==> config.mk <==
export PLATFORM = sky130hd
export DESIGN_NAME = sar_search
export DESIGN_NICKNAME = d
export VERILOG_FILES = /design/src/rtl/sar_search.sv
export SDC_FILE = /design/constraint.sdc
export NUM_CORES = 1
export LEC_CHECK = 0
export ABC_AREA = 1
export CELL_PAD_IN_SITES_DETAIL_PLACEMENT = 0
export CELL_PAD_IN_SITES_GLOBAL_PLACEMENT = 1
export CORE_ASPECT_RATIO = 0.5
export CORE_UTILIZATION = 34
export CTS_BUF_LIST = sky130_fd_sc_hd__clkbuf_8
export DETAILED_ROUTE_END_ITERATION = 7
export HOLD_SLACK_MARGIN = 0.08
export PLACE_DENSITY = 0.82
export SYNTH_ARGS = -nofsm -noshare
export SYNTH_HDL_FRONTEND = slang
export SYNTH_SLANG_ARGS = --single-unit
==> constraint.sdc <==
create_clock -name clk -period 1.4 [get_ports clk]
set_input_delay 0.28 -clock clk [delete_from_list [all_inputs] [get_ports clk]]
set_output_delay 0.28 -clock clk [all_outputs]
set_load 0.03 [all_outputs]
==> src/rtl/sar_search.sv <==
// Successive-approximation search engine: drives the comparator b operand MSB first and
// rebuilds the unknown operand a from gt/eq/lt. Optional macro SAR_EARLY_EXIT_EN stops on a clean eq.
module sar_search #(
  parameter int WIDTH = 8
) (
  input  logic             clk,
  input  logic             rst_n,
  input  logic             start,
  output logic [WIDTH-1:0] cmp_b,
  input  logic             cmp_gt,
  input  logic             cmp_eq,
  input  logic             cmp_lt,
  output logic             busy,
  output logic             done,
  output logic [WIDTH-1:0] result,
  output logic             err
);

  localparam int KW = $clog2(WIDTH);

  typedef enum logic [1:0] {IDLE, SEARCH, DONE} state_t;

  state_t           state_q;
  logic [KW-1:0]    k_q;
  logic [WIDTH-1:0] cmp_b_q;
  logic [WIDTH-1:0] result_q;
  logic             busy_q;
  logic             done_q;
  logic             err_q;

  logic             onehot_d;
  logic             hit_d;
  logic             last_d;
  logic [WIDTH-1:0] trial_d;
  logic [WIDTH-1:0] next_b_d;

  // Bad flag combinations are treated as keep-bit, so only a clean lt clears the trial bit.
  always_comb begin
    onehot_d = ({cmp_gt, cmp_eq, cmp_lt} == 3'b100) ||
               ({cmp_gt, cmp_eq, cmp_lt} == 3'b010) ||
               ({cmp_gt, cmp_eq, cmp_lt} == 3'b001);
    trial_d = cmp_b_q;
    if (onehot_d && cmp_lt) trial_d[k_q] = 1'b0;
    next_b_d = trial_d;
    if (k_q != '0) next_b_d[k_q - 1'b1] = 1'b1;
`ifdef SAR_EARLY_EXIT_EN
    hit_d = onehot_d && cmp_eq;
`else
    hit_d = 1'b0;
`endif
    last_d = (k_q == '0) || hit_d;
  end

  always_ff @(posedge clk) begin
    if (!rst_n) begin
      state_q  <= IDLE;
      k_q      <= '0;
      cmp_b_q  <= '0;
      result_q <= '0;
      busy_q   <= 1'b0;
      done_q   <= 1'b0;
      err_q    <= 1'b0;
    end else begin
      case (state_q)
        IDLE: begin
          done_q <= 1'b0;
          if (start) begin
            cmp_b_q <= {1'b1, {(WIDTH-1){1'b0}}};
            k_q     <= KW'(WIDTH - 1);
            err_q   <= 1'b0;
            busy_q  <= 1'b1;
            state_q <= SEARCH;
          end
        end
        SEARCH: begin
          err_q <= err_q | ~onehot_d;
          if (last_d) begin
            // On an early hit the untried low bits are already zero, so trial_d equals cmp_b.
            result_q <= trial_d;
            cmp_b_q  <= trial_d;
            busy_q   <= 1'b0;
            done_q   <= 1'b1;
            state_q  <= DONE;
          end else begin
            cmp_b_q <= next_b_d;
            k_q     <= k_q - 1'b1;
          end
        end
        DONE: begin
          done_q  <= 1'b0;
          state_q <= IDLE;
        end
        default: begin
          busy_q  <= 1'b0;
          done_q  <= 1'b0;
          state_q <= IDLE;
        end
      endcase
    end
  end

  assign cmp_b  = cmp_b_q;
  assign busy   = busy_q;
  assign done   = done_q;
  assign result = result_q;
  assign err    = err_q;

endmodule
[After elaboration in Yosys (flattened, before gate mapping)]
Cells that the tools add are included.
Storage, ports and cells
  register bits: 24
  input port bits: 6
Cells by class
  $add $sub $neg: 1
  magnitude comparators: 4
  equality and inequality tests: 8
  multiplexer cells: 20
  bitwise operators: 6
  reductions and logical operators: 15
Operators by type and width (number)
  2-to-1 mux 8 bit: 4
  one-hot mux 8 bit (2 select lines): 1
  AND 8 bit: 1
  less-than comparator 3 x 4 -> 1 bit, second input constant: 2
  NOT 8 bit: 1
  bitwise OR 8 bit: 1
  AND reduction 2 bit: 4
  demux 1 bit (select 3 bit): 2
  greater-or-equal comparator 3 x 1 -> 1 bit, second input constant: 2
  2-to-1 mux 3 bit: 2
  inequality test 2 bit, second input constant: 3
  one-hot mux 3 bit (2 select lines): 1
  AND reduction 3 bit: 2
  2-to-1 mux 1 bit: 5
  2-to-1 mux 2 bit: 2
  one-hot mux 2 bit (2 select lines): 1
  equality test 3 x 1 -> 1 bit, second input constant: 1
  equality test 3 x 2 -> 1 bit, second input constant: 1
  equality test 3 bit, second input constant: 1
  logical AND 1 bit: 3
  logical NOT 3 bit: 1
  one-hot mux 1 bit (3 select lines): 1
  nonzero test 3 bit: 1
  subtractor 3 x 1 -> 3 bit, second input constant: 1
  other kinds (8): 10

[Longest topological paths before layout]
Gate-level depths: netlist (run 1).
  depth after elaboration: 11
  gate-level depth with buffers: 10

[Worst setup path after synthesis (run 1)]
Ideal clock, no wire load.
  path type: reg2reg
  start point: register k_q[0]
  end point: register cmp_b_q[7], in the netlist cmp_b[7]
  library setup time: 0.056 ns
  arrival time: 1.264 ns
  setup slack: 0.080 ns
  cell stages (with the launch flop): 8
  buffers on the path: 0
  cell sequence: dfxtp_1 -> inv_2 -> ha_1 -> a21oi_1 -> nand3_1 -> nand3_1 -> nand2_1 -> inv_1
Between the ends
  longest elaborated chain between the ends: 11
  elaborated cells on any way between the ends: 20
Ends and longest elaborated chain
  from (decl): RTL line 24  | logic [KW-1:0] k_q;
  from (signal assigned): RTL line 69  | k_q <= KW'(WIDTH - 1);
  from (signal assigned): RTL line 86  | k_q <= k_q - 1'b1;
  branches (longest 9 deep; another with less-than comparator 3 x 4 -> 1 bit)
  2-to-1 mux 8 bit (*): RTL line 77  | if (last_d) begin
  one-hot mux 8 bit (2 select lines) (*): RTL line 64  | case (state_q)
  to (signal assigned): RTL line 68  | cmp_b_q <= {1'b1, {(WIDTH-1){1'b0}}};
  to (signal assigned): RTL line 80  | cmp_b_q <= trial_d;
  to (signal assigned): RTL line 85  | cmp_b_q <= next_b_d;
  to (decl): RTL line 25  | logic [WIDTH-1:0] cmp_b_q;
Mark *: on every way between the ends.
A chain may end at the register's enable or synchronous reset.

[Final worst setup path (run 1)]
  start point: register cmp_b_q[1], in the netlist cmp_b[1]
  end point: output cmp_b[1]
RTL lines
  to (decl): RTL line 9  | output logic [WIDTH-1:0] cmp_b,
No word-level cell between the ends.

==> impl_metrics.py, run 1 <==
metrics = {
    "timing": {
        "slew_viol_final": 0,
        "finalSetupViolCount": 0,
        "relSlewSlack_pct": 78.5,
        "hold_viol_final": 0,
        "worst_slew_pin_slew_ns": 0.322,
        "min_period_ns": 1.33,
        "post-route-period-util_pct": 94.7,
        "rsz0062_at_grt": "yes",
        "fin_skew_ns": 0.00372,
        "fmax_ghz": 0.755,
    },
    "synthesis": {
        "synth_area_um2": 1180,
        "synthCells": 158,
        "yosysWarnings": 0,
        "avgSynthCellArea_um2": 7.47,
        "seq_area_frac_synth_pct": 40.7,
        "ys_ff_latch": 24,
        "synth_cell_types": 21,
        "syn-num-nets": 166,
    },
    "pwr": {
        "p_per_area_nw_per_um2": 1170,
        "fin_total_pwr_mw": 1.87,
        "leakage_nw": 0.796,
        "vdd_ir_drop_max_uv": 484,
    },
    "routing": {
        "m1WireLength_um": 1470,
        "top_layer": "met4",
        "ant_nets": 0,
        "route.detailed.drc": 0,
        "vias_per_cell": 4.84,
        "wl_met2_um": 1240,
        "firstDrtPassIters": 4,
        "wl_per_cell_um": 12.2,
        "wl_met3_um": 131,
        "drtIter0Drc": 29,
        "wirelength_um": 2890,
        "num_vias": 1142,
    },
    "place": {
        "port_buffers": 24,
        "gp_congestion": 0.874,
        "placedCellCount": 231,
        "dpl.hpwl_um": 2150,
        "post_dp_cell_area_um2": 1550,
    },
    "grt": {
        "overflow": 0,
        "grt_pass1_vias": 999,
        "grt_max_degree": 17,
        "globalRouteTotalUtil_pct": 16.2,
        "grt_pass1_wl_um": 4530,
        "grt_antenna_before_repair": 0,
    },
    "job": {
        "maxCapViolations": 0,
    },
    "cells_and_area": {
        "multiInputGateArea_um2": 638,
        "nFillCells": 329,
        "layout-drive-gt1-share_pct": 22.4,
        "layout_common_cells": "nand2_1 (47), dfxtp_1 (23), dlygate4sd2_1 (19)",
        "syn_to_final_growth_pct": 35.7,
        "final_cells": 236,
        "seq_area_um2": 482,
        "final_nets": 206,
        "design_area_um2": 1600,
        "final_common_cell": "nand2_1",
        "antenna_cells": 0,
    },
    "die": {
        "core_um2": 3150,
        "die_w_um": 85.3,
        "rows": 14,
        "ios": 25,
        "die_area_um2": 3720,
        "fp.dieH_um": 43.7,
        "start_util_pct": 37.4,
    },
    "clock_network": {
        "cts.sinks": 24,
        "clk_path_buf_depth": 2,
        "clk_pin_slew_ns": 0.08,
        "cts_buffers": 3,
        "cts_hold_buffers": 0,
        "cts_root_buffer": "clkbuf_8",
        "htreeDepth": 1,
        "cts_tree": "done",
        "insertion_delay_ns": 0.27,
    },
    "critical_path": {
        "path_class": "reg2out",
        "arrival_ns": 1.05,
        "path_cells": "dlygate4sd2_1",
        "cp_top_family": "buffers and inverters",
        "critPathMaxFanout": 3,
        "max_stage_delay_ns": 0.41,
        "crit_path_end_kind": "output pin",
        "crit_buf_inv": 1,
        "critPathSlowestCell": "dlygate4sd2_1",
        "worstPathRequired_ns": 1.12,
        "cp-start-kind": "register",
    },
    "hold_path": {
        "hp-class": "reg2reg",
    },
    "outcome": {
        "status": "completed",
    },
}
metrics by stage:
step | TNS (ns) | setup WS [ns] | hold WS [ns] | utilization (%)
final | 0 | 0.0748 | 0.471 | 50.8
after global routing | -0.0273 | -0.0114 | 0.501 | 50.8
after CTS | 0 | 0.0440 | 0.470 | 49.6
after detailed placement | -2.35 | -0.233 | 0.459 | 49.0
after global placement | -2.18 | -0.240 | 0.458 | 49.0
after floorplan | 0 | 0.0802 | 0.418 | -
path summary, 6_finish.rpt:
kind	start	slack, ns	cells after the start	end
setup / recovery	cmp_b[1]	0.07	1	cmp_b[1]
hold / removal	cmp_b[2]	0.47	2	cmp_b[2]
setup reg to reg	k_q[0]	0.11	10	cmp_b[0]
hold reg to reg	cmp_b[2]	0.47	2	cmp_b[2]
timing repair:
item | 4_1_cts | 5_1_grt
endpoints found under the setup margin | 19 | 15
resized for setup | 19 | 11
buffers inserted | 0 | 2
pin swaps | 0 | 2
cells in the mapped netlist:
cell type	count	area [um^2]
nand2_1	49	184
dfxtp_1	24	480
a21oi_1	15	75.1
o21ai_0	14	70.1
nand3_1	11	55.1
nor2_1	8	30.0
inv_1	7	26.3
inv_2	5	18.8
o21ai_1	4	20.0
a21oi_2	3	26.3
o21ai_2	3	26.3
buf_6	2	22.5
ha_1	2	25.0
nand2_2	2	12.5
nand2_4	2	22.5
nor2_4	2	22.5
clkbuf_2	1	5.00
inv_8	1	11.3
nand3_2	1	10.0
nor2_8	1	20.0
nor3_4	1	16.3
per-layer routing:
layer,track usage [%],vias to the layer above
met1,22.0,522
met2,25.5,22
met5,0,-
met3,4.57,4
li1,-,594
met4,5.00,0
layout make-up:
class / count / share of cell area, %
Clock buffer: 3 / 2.58
Inverter: 13 / 3.52
Multi-Input combinational cell: 118 / 39.8
Sequential cell: 24 / 30.1
Tap cell: 40 / 3.12
Timing Repair Buffer: 38 / 20.9
cells by family (layout without fill, tap and decap cells):
family                     Yosys count  count (layout)  synth area share [%]
DFF                                 24              24                  40.7
buffers and inverters               16              54                  7.10
AOI/OAI and AO/OA                   39              39                  18.5
adders and majority gates            2               2                  2.12
and+or+nand+nor                     77              77                  31.6
flip-flops by register name, summed over array words and instances, names as in the netlist:
name,count
err,1
cmp_b,8
state_q,2
done,1
result,8
busy,1
k_q,3
where the power goes:
part / internal, mW / total (mW) / switching [mW] / leakage, nW
combinational: 0.255 / 0.680 / 0.426 / 0.578
clock: 0.193 / 0.411 / 0.219 / 0.0216
sequential: 0.742 / 0.781 / 0.0386 / 0.196
(Power assumes the default switching activity.)
==> run 2, diff against run 1 <==
--- a/config.mk
+++ b/config.mk
@@ -7,13 +7,14 @@
 export LEC_CHECK = 0
 export ABC_AREA = 1
 export CELL_PAD_IN_SITES_DETAIL_PLACEMENT = 0
-export CELL_PAD_IN_SITES_GLOBAL_PLACEMENT = 1
+export CELL_PAD_IN_SITES_GLOBAL_PLACEMENT = 2
 export CORE_ASPECT_RATIO = 0.5
-export CORE_UTILIZATION = 34
+export CORE_UTILIZATION = 26
 export CTS_BUF_LIST = sky130_fd_sc_hd__clkbuf_8
 export DETAILED_ROUTE_END_ITERATION = 7
 export HOLD_SLACK_MARGIN = 0.08
-export PLACE_DENSITY = 0.82
+export MAX_ROUTING_LAYER = met4
+export PLACE_DENSITY = 0.8
 export SYNTH_ARGS = -nofsm -noshare
 export SYNTH_HDL_FRONTEND = slang
 export SYNTH_SLANG_ARGS = --single-unit
==> impl_metrics.py, run 2 (synthesis results as in run 1) <==
metrics = {
    "routing": {
        "firstDrtPassIters": 4,
        "route.detailed.drc": 0,
        "wl_per_cell_um": 11.5,
        "ant_nets": 0,
        "wirelength_um": 2900,
        "drtIter0Drc": 38,
        "num_vias": 1121,
        "vias_per_cell": 4.45,
    },
    "critical_path": {
        "crit_path_end_kind": "output pin",
        "cp_top_family": "buffers and inverters",
        "critical_path.reg2reg.startpoint": "k_q[0]",
        "crit_buf_inv": 1,
        "arrival_ns": 1.06,
        "critPathMaxFanout": 3,
        "path_cells": "dlygate4sd2_1",
        "path_class": "reg2out",
        "worstPathRequired_ns": 1.12,
        "max_stage_delay_ns": 0.41,
        "r2r-end": "cmp_b[4]",
        "reg2reg_depth": 8,
        "critPathSlowestCell": "dlygate4sd2_1",
        "cp-start-kind": "register",
        "reg2reg_slack_ns": 0.11,
    },
    "die": {
        "start_util_pct": 28.6,
        "ios": 25,
        "fp.dieH_um": 49.6,
        "core_um2": 4120,
        "die_w_um": 97.3,
        "rows": 16,
        "die_area_um2": 4830,
    },
    "grt": {
        "grt_pass1_wl_um": 4790,
        "grt_pass1_vias": 991,
        "grtUsageMet3_pct": 3.97,
        "gr-usage-met2_pct": 18.4,
        "grt_antenna_before_repair": 0,
        "grt_use_met1_pct": 18.4,
        "busiest_layer": "met2",
        "overflow": 0,
        "globalRouteTotalUtil_pct": 13.0,
        "grt_max_degree": 17,
    },
    "timing": {
        "final.setup.tns_ns": 0,
        "finalSetupViolCount": 0,
        "relSlewSlack_pct": 79.7,
        "min_period_ns": 1.34,
        "hold_viol_final": 0,
        "slew_viol_final": 0,
        "fmax_ghz": 0.747,
        "worst_slew_pin_slew_ns": 0.306,
        "fin_skew_ns": 0.00363,
        "rsz0062_at_grt": "yes",
        "post-route-period-util_pct": 95.7,
    },
    "clock_network": {
        "insertion_delay_ns": 0.26,
        "cts_tree": "done",
        "clk_pin_slew_ns": 0.08,
        "htreeDepth": 1,
        "cts-resized-gates": 19,
        "post-cts-setup-buffers": 0,
        "clk_path_buf_depth": 2,
        "cts_root_buffer": "clkbuf_8",
        "cts.sinks": 24,
        "cts_hold_buffers": 0,
        "cts_buffers": 3,
    },
    "outcome": {
        "status": "completed",
    },
    "place": {
        "dpl.hpwl_um": 2230,
        "port_buffers": 24,
        "placedCellCount": 248,
        "gp_congestion": 0.764,
    },
    "cells_and_area": {
        "syn_to_final_growth_pct": 38.6,
        "layout-drive-gt1-share_pct": 23.2,
        "final_common_cell": "nand2_1",
        "final_cells": 252,
        "final_nets": 207,
        "nFillCells": 443,
        "antenna_cells": 0,
        "layout_common_cells": "nand2_1 (47), dfxtp_1 (24), dlygate4sd2_1 (19)",
    },
    "job": {
        "maxCapViolations": 0,
    },
    "pwr": {
        "vdd_ir_drop_max_uv": 461,
        "leakage_nw": 0.806,
        "p_per_area_nw_per_um2": 1170,
    },
    "hold_path": {
        "hold_end": "cmp_b[3]",
        "hp-class": "reg2reg",
        "hold_start": "cmp_b[3]",
        "hold_depth": 2,
    },
}
==> run 2: cell count changes in the layout (fill, tap and decap cells not counted) <==
| cell | previous run | this run |
|---|---|---|
| dfxtp_1 | 23 | 24 |
| ha_2 | 0 | 1 |
| nor2_1 | 6 | 8 |
| o21ai_1 | 8 | 6 |
| a21oi_1 | 15 | 14 |
| ha_4 | 1 | 0 |
| a21oi_2 | 3 | 4 |
| o21ai_2 | 3 | 5 |
| buf_4 | 13 | 14 |
| nor2_2 | 2 | 0 |
| dfxtp_2 | 1 | 0 |
| clkbuf_8 | 3 | 4 |
==> run 2: worst max path at each step <==
stage / endpoint / slack, ns / depth (start not counted) / startpoint
2_1_floorplan: cmp_b[7] / 0.08 / 7 / k_q[0]
3_3_place_gp: cmp_b[7] / -0.25 / 7 / cmp_eq
3_5_place_dp: cmp_b[7] / -0.26 / 7 / cmp_eq
4_1_cts: cmp_b[7] / 0.02 / 7 / cmp_eq
5_1_grt: result[1] / -0.007 / 6 / k_q[0]
6_report: cmp_b[1] / 0.06 / 1 / cmp_b[1]
==> run 2: per-stage QoR <==
stage	utilization (%)	instance area (um^2)	power, mW	hold slack (ns)	setup WS (ns)
2_1_floorplan	-	1180	1.23	0.418	0.0802
3_3_place_gp	38.4	1590	1.48	0.458	-0.249
3_5_place_dp	38.4	1590	1.47	0.458	-0.261
4_1_cts	39.2	1620	1.93	0.470	0.0183
5_1_grt	39.7	1640	2.05	0.487	-0.00748
6_report	39.7	1640	1.92	0.471	0.0605
==> run 2: power breakdown <==
| group | internal [mW] | total (mW) | leakage (nW) | switching, mW |
|---|---|---|---|---|
| registers | 0.741 | 0.778 | 0.196 | 0.0370 |
| logic | 0.249 | 0.668 | 0.581 | 0.419 |
| clock network | 0.251 | 0.469 | 0.0288 | 0.218 |
| total | 1.24 | 1.92 | 0.806 | 0.674 |
==> run 2: final cells by class <==
| class | instances | area (um^2) | area share, % |
|---|---|---|---|
| repair buffers | 39 | 342 | 20.9 |
| clock buffers | 4 | 55.1 | 3.37 |
| multi-input cells | 118 | 634 | 38.8 |
| flip-flops and latches | 24 | 480 | 29.4 |
| well taps | 54 | 67.6 | 4.13 |
| inverters | 13 | 56.3 | 3.44 |
==> run 2: layer usage <==
layer	vias up	wire [um]
li1	600	-
met1	501	1590
met2	18	1160
met3	2	132
met4	0	20
met5	-	0
==> run 3, diff against run 2 <==
--- a/config.mk
+++ b/config.mk
@@ -9,12 +9,13 @@
 export CELL_PAD_IN_SITES_DETAIL_PLACEMENT = 0
 export CELL_PAD_IN_SITES_GLOBAL_PLACEMENT = 2
 export CORE_ASPECT_RATIO = 0.5
-export CORE_UTILIZATION = 26
+export CORE_MARGIN = 2
+export CORE_UTILIZATION = 29
 export CTS_BUF_LIST = sky130_fd_sc_hd__clkbuf_8
 export DETAILED_ROUTE_END_ITERATION = 7
 export HOLD_SLACK_MARGIN = 0.08
 export MAX_ROUTING_LAYER = met4
-export PLACE_DENSITY = 0.8
+export PLACE_DENSITY = 0.85
 export SYNTH_ARGS = -nofsm -noshare
 export SYNTH_HDL_FRONTEND = slang
 export SYNTH_SLANG_ARGS = --single-unit
==> constraint.sdc (replaced) <==
create_clock -name clk -period 1.5 [get_ports clk]
set_input_delay 0.3 -clock clk [delete_from_list [all_inputs] [get_ports clk]]
set_output_delay 0.3 -clock clk [all_outputs]
set_load 0.03 [all_outputs]
==> impl_metrics.py, run 3 (synthesis results as in run 1) <==
metrics = {
    "outcome": {
        "status": "completed",
    },
    "timing": {
        "post-route-period-util_pct": 93.8,
        "fmax_ghz": 0.711,
        "hold_viol_final": 0,
        "timing.hold.ws_ns": 0.470,
        "finalSetupViolCount": 0,
        "slew_viol_final": 0,
        "relSlewSlack_pct": 78.4,
        "fin_skew_ns": 0.00498,
        "min_period_ns": 1.41,
        "worst_slew_pin_slew_ns": 0.323,
        "rsz0062_at_grt": "no",
    },
    "critical_path": {
        "max_stage_delay_ns": 0.43,
        "crit_path_end_kind": "register",
        "reg2reg_depth": 6,
        "path_cells": "clkdlybuf4s50_1 -> nor2_1 -> nand2_1 -> o21ai_0 -> nand3_1 -> nand2_1 -> inv_1",
        "critPathSlowestCell": "clkdlybuf4s50_1",
        "cp_top_family": "simple AND/OR/NAND/NOR gates",
        "worstPathRequired_ns": 1.67,
        "crit_buf_inv": 2,
        "r2r-end": "result[1]",
        "path_class": "in2reg",
        "critPathMaxFanout": 9,
        "critPathMostFrequentCell": "nand2_1",
        "path_depth": 7,
        "critical_path.reg2reg.startpoint": "k_q[0]",
        "cp-start-kind": "input port",
        "reg2reg_slack_ns": 0.15,
        "arrival_ns": 1.58,
    },
    "routing": {
        "wirelength_um": 2840,
        "vias_per_cell": 4.48,
        "wl_per_cell_um": 11.5,
        "num_vias": 1103,
        "firstDrtPassIters": 4,
        "drtIter0Drc": 37,
        "ant_nets": 0,
        "route.detailed.drc": 0,
    },
    "die": {
        "start_util_pct": 30.2,
        "die_area_um2": 4630,
        "core_um2": 3900,
        "fp.dieH_um": 49.1,
        "die_w_um": 94.2,
        "rows": 16,
        "ios": 25,
    },
    "grt": {
        "grt_max_degree": 17,
        "grt_pass1_wl_um": 4770,
        "overflow": 0,
        "globalRouteTotalUtil_pct": 13.7,
        "grt_antenna_before_repair": 0,
        "grt_pass1_vias": 1005,
    },
    "clock_network": {
        "cts-resized-gates": 19,
        "cts_tree": "done",
        "cts_buffers": 3,
        "clk_pin_slew_ns": 0.09,
        "cts.sinks": 24,
        "insertion_delay_ns": 0.26,
        "cts_root_buffer": "clkbuf_8",
        "post-cts-setup-buffers": 0,
        "cts_hold_buffers": 0,
        "htreeDepth": 1,
        "clk_path_buf_depth": 2,
    },
    "pwr": {
        "seqPwrFrac_pct": 41.5,
        "p_per_area_nw_per_um2": 1120,
        "swShare_pct": 35.6,
        "vdd_ir_drop_max_uv": 434,
        "leakage_nw": 0.772,
        "p_int_mw": 1.13,
        "p_clk_share_pct": 25.2,
        "combPwrFrac_pct": 33.3,
        "p_switching_uw": 621,
    },
    "cells_and_area": {
        "syn_to_final_growth_pct": 32.6,
        "design_area_um2": 1560,
        "layout_common_cells": "nand2_1 (48), dfxtp_1 (24), dlygate4sd2_1 (19)",
        "layout-drive-gt1-share_pct": 18.8,
        "final_nets": 201,
        "final_common_cell": "nand2_1",
        "antenna_cells": 0,
        "nFillCells": 418,
    },
    "place": {
        "port_buffers": 24,
        "post_dp_cell_area_um2": 1530,
        "gp_congestion": 0.801,
        "dpl.hpwl_um": 2240,
    },
    "hold_path": {
        "hold_start": "cmp_b[2]",
        "hp-class": "reg2reg",
        "hold_depth": 2,
        "hold_end": "cmp_b[2]",
    },
    "job": {
        "maxCapViolations": 0,
    },
}
## run 3: cell types whose count changed in the layout (fill, tap and decap cells not counted)
| cell | delta |
|---|---|
| a21oi_1 | +1 |
| o21ai_1 | -1 |
| buf_4 | -5 |
| buf_12 | -1 |
| o21ai_0 | +3 |
| nand2_1 | +1 |
| nand2_2 | -1 |
| o21ai_2 | -2 |
| a21oi_2 | -1 |
## run 3: worst register-to-register path: stages (launching register included)
cell,delay [ns]
dfxtp_1,0.33
inv_2,0.13
ha_2,0.26
nand2_4,0.10
nor2_8,0.21
o21ai_0,0.12
a21oi_1,0.12
## run 3: worst max path at each step
| stage | from | to | slack, ns |
|---|---|---|---|
| final | cmp_eq | cmp_b[7] | 0.09 |
| after global routing | k_q[0] | result[0] | 0.002 |
| after CTS | cmp_eq | cmp_b[7] | 0.08 |
| after detailed placement | cmp_eq | cmp_b[7] | -0.20 |
| after global placement | cmp_eq | cmp_b[1] | -0.17 |
| after floorplan | k_q[0] | cmp_b[7] | 0.18 |
## run 3: cell type report
| cell class | count | area (um^2) | area share, % |
|---|---|---|---|
| Clock buffer | 4 | 55.1 | 3.52 |
| Inverter | 13 | 56.3 | 3.60 |
| Multi-Input combinational cell | 118 | 621 | 39.7 |
| Sequential cell | 24 | 480 | 30.7 |
| Tap cell | 54 | 67.6 | 4.32 |
| Timing Repair Buffer | 33 | 284 | 18.2 |
## run 3: metal layers
metal	vias to the layer above	GRT usage [%]	wire [um]
li1	589	-	-
met1	495	19.5	1530
met2	17	20.0	1180
met3	2	3.55	120
met4	0	2.17	14
met5	-	-	0
## run 3: per-stage QoR
step / utilization (%) / cells / TNS (ns) / power [mW] / setup slack [ns]
3_5_place_dp: 39.1 / 242 / -1.58 / 1.34 / -0.202
2_1_floorplan: - / 158 / 0 / 1.15 / 0.180
6_report: 40.1 / 246 / 0 / 1.75 / 0.0926
4_1_cts: 39.9 / 246 / 0 / 1.76 / 0.0776
3_3_place_gp: 39.1 / 242 / -1.18 / 1.34 / -0.167
5_1_grt: 40.1 / 246 / 0 / 1.85 / 0.00188
## run 3: power groups by stage
stage	sequential (mW)	clock, mW	combinational, mW
global placement	0.740	0	0.600
finish	0.725	0.441	0.581
floorplan	0.819	0	0.330
detailed placement	0.741	0	0.603
global route	0.733	0.481	0.638
CTS	0.725	0.455	0.579
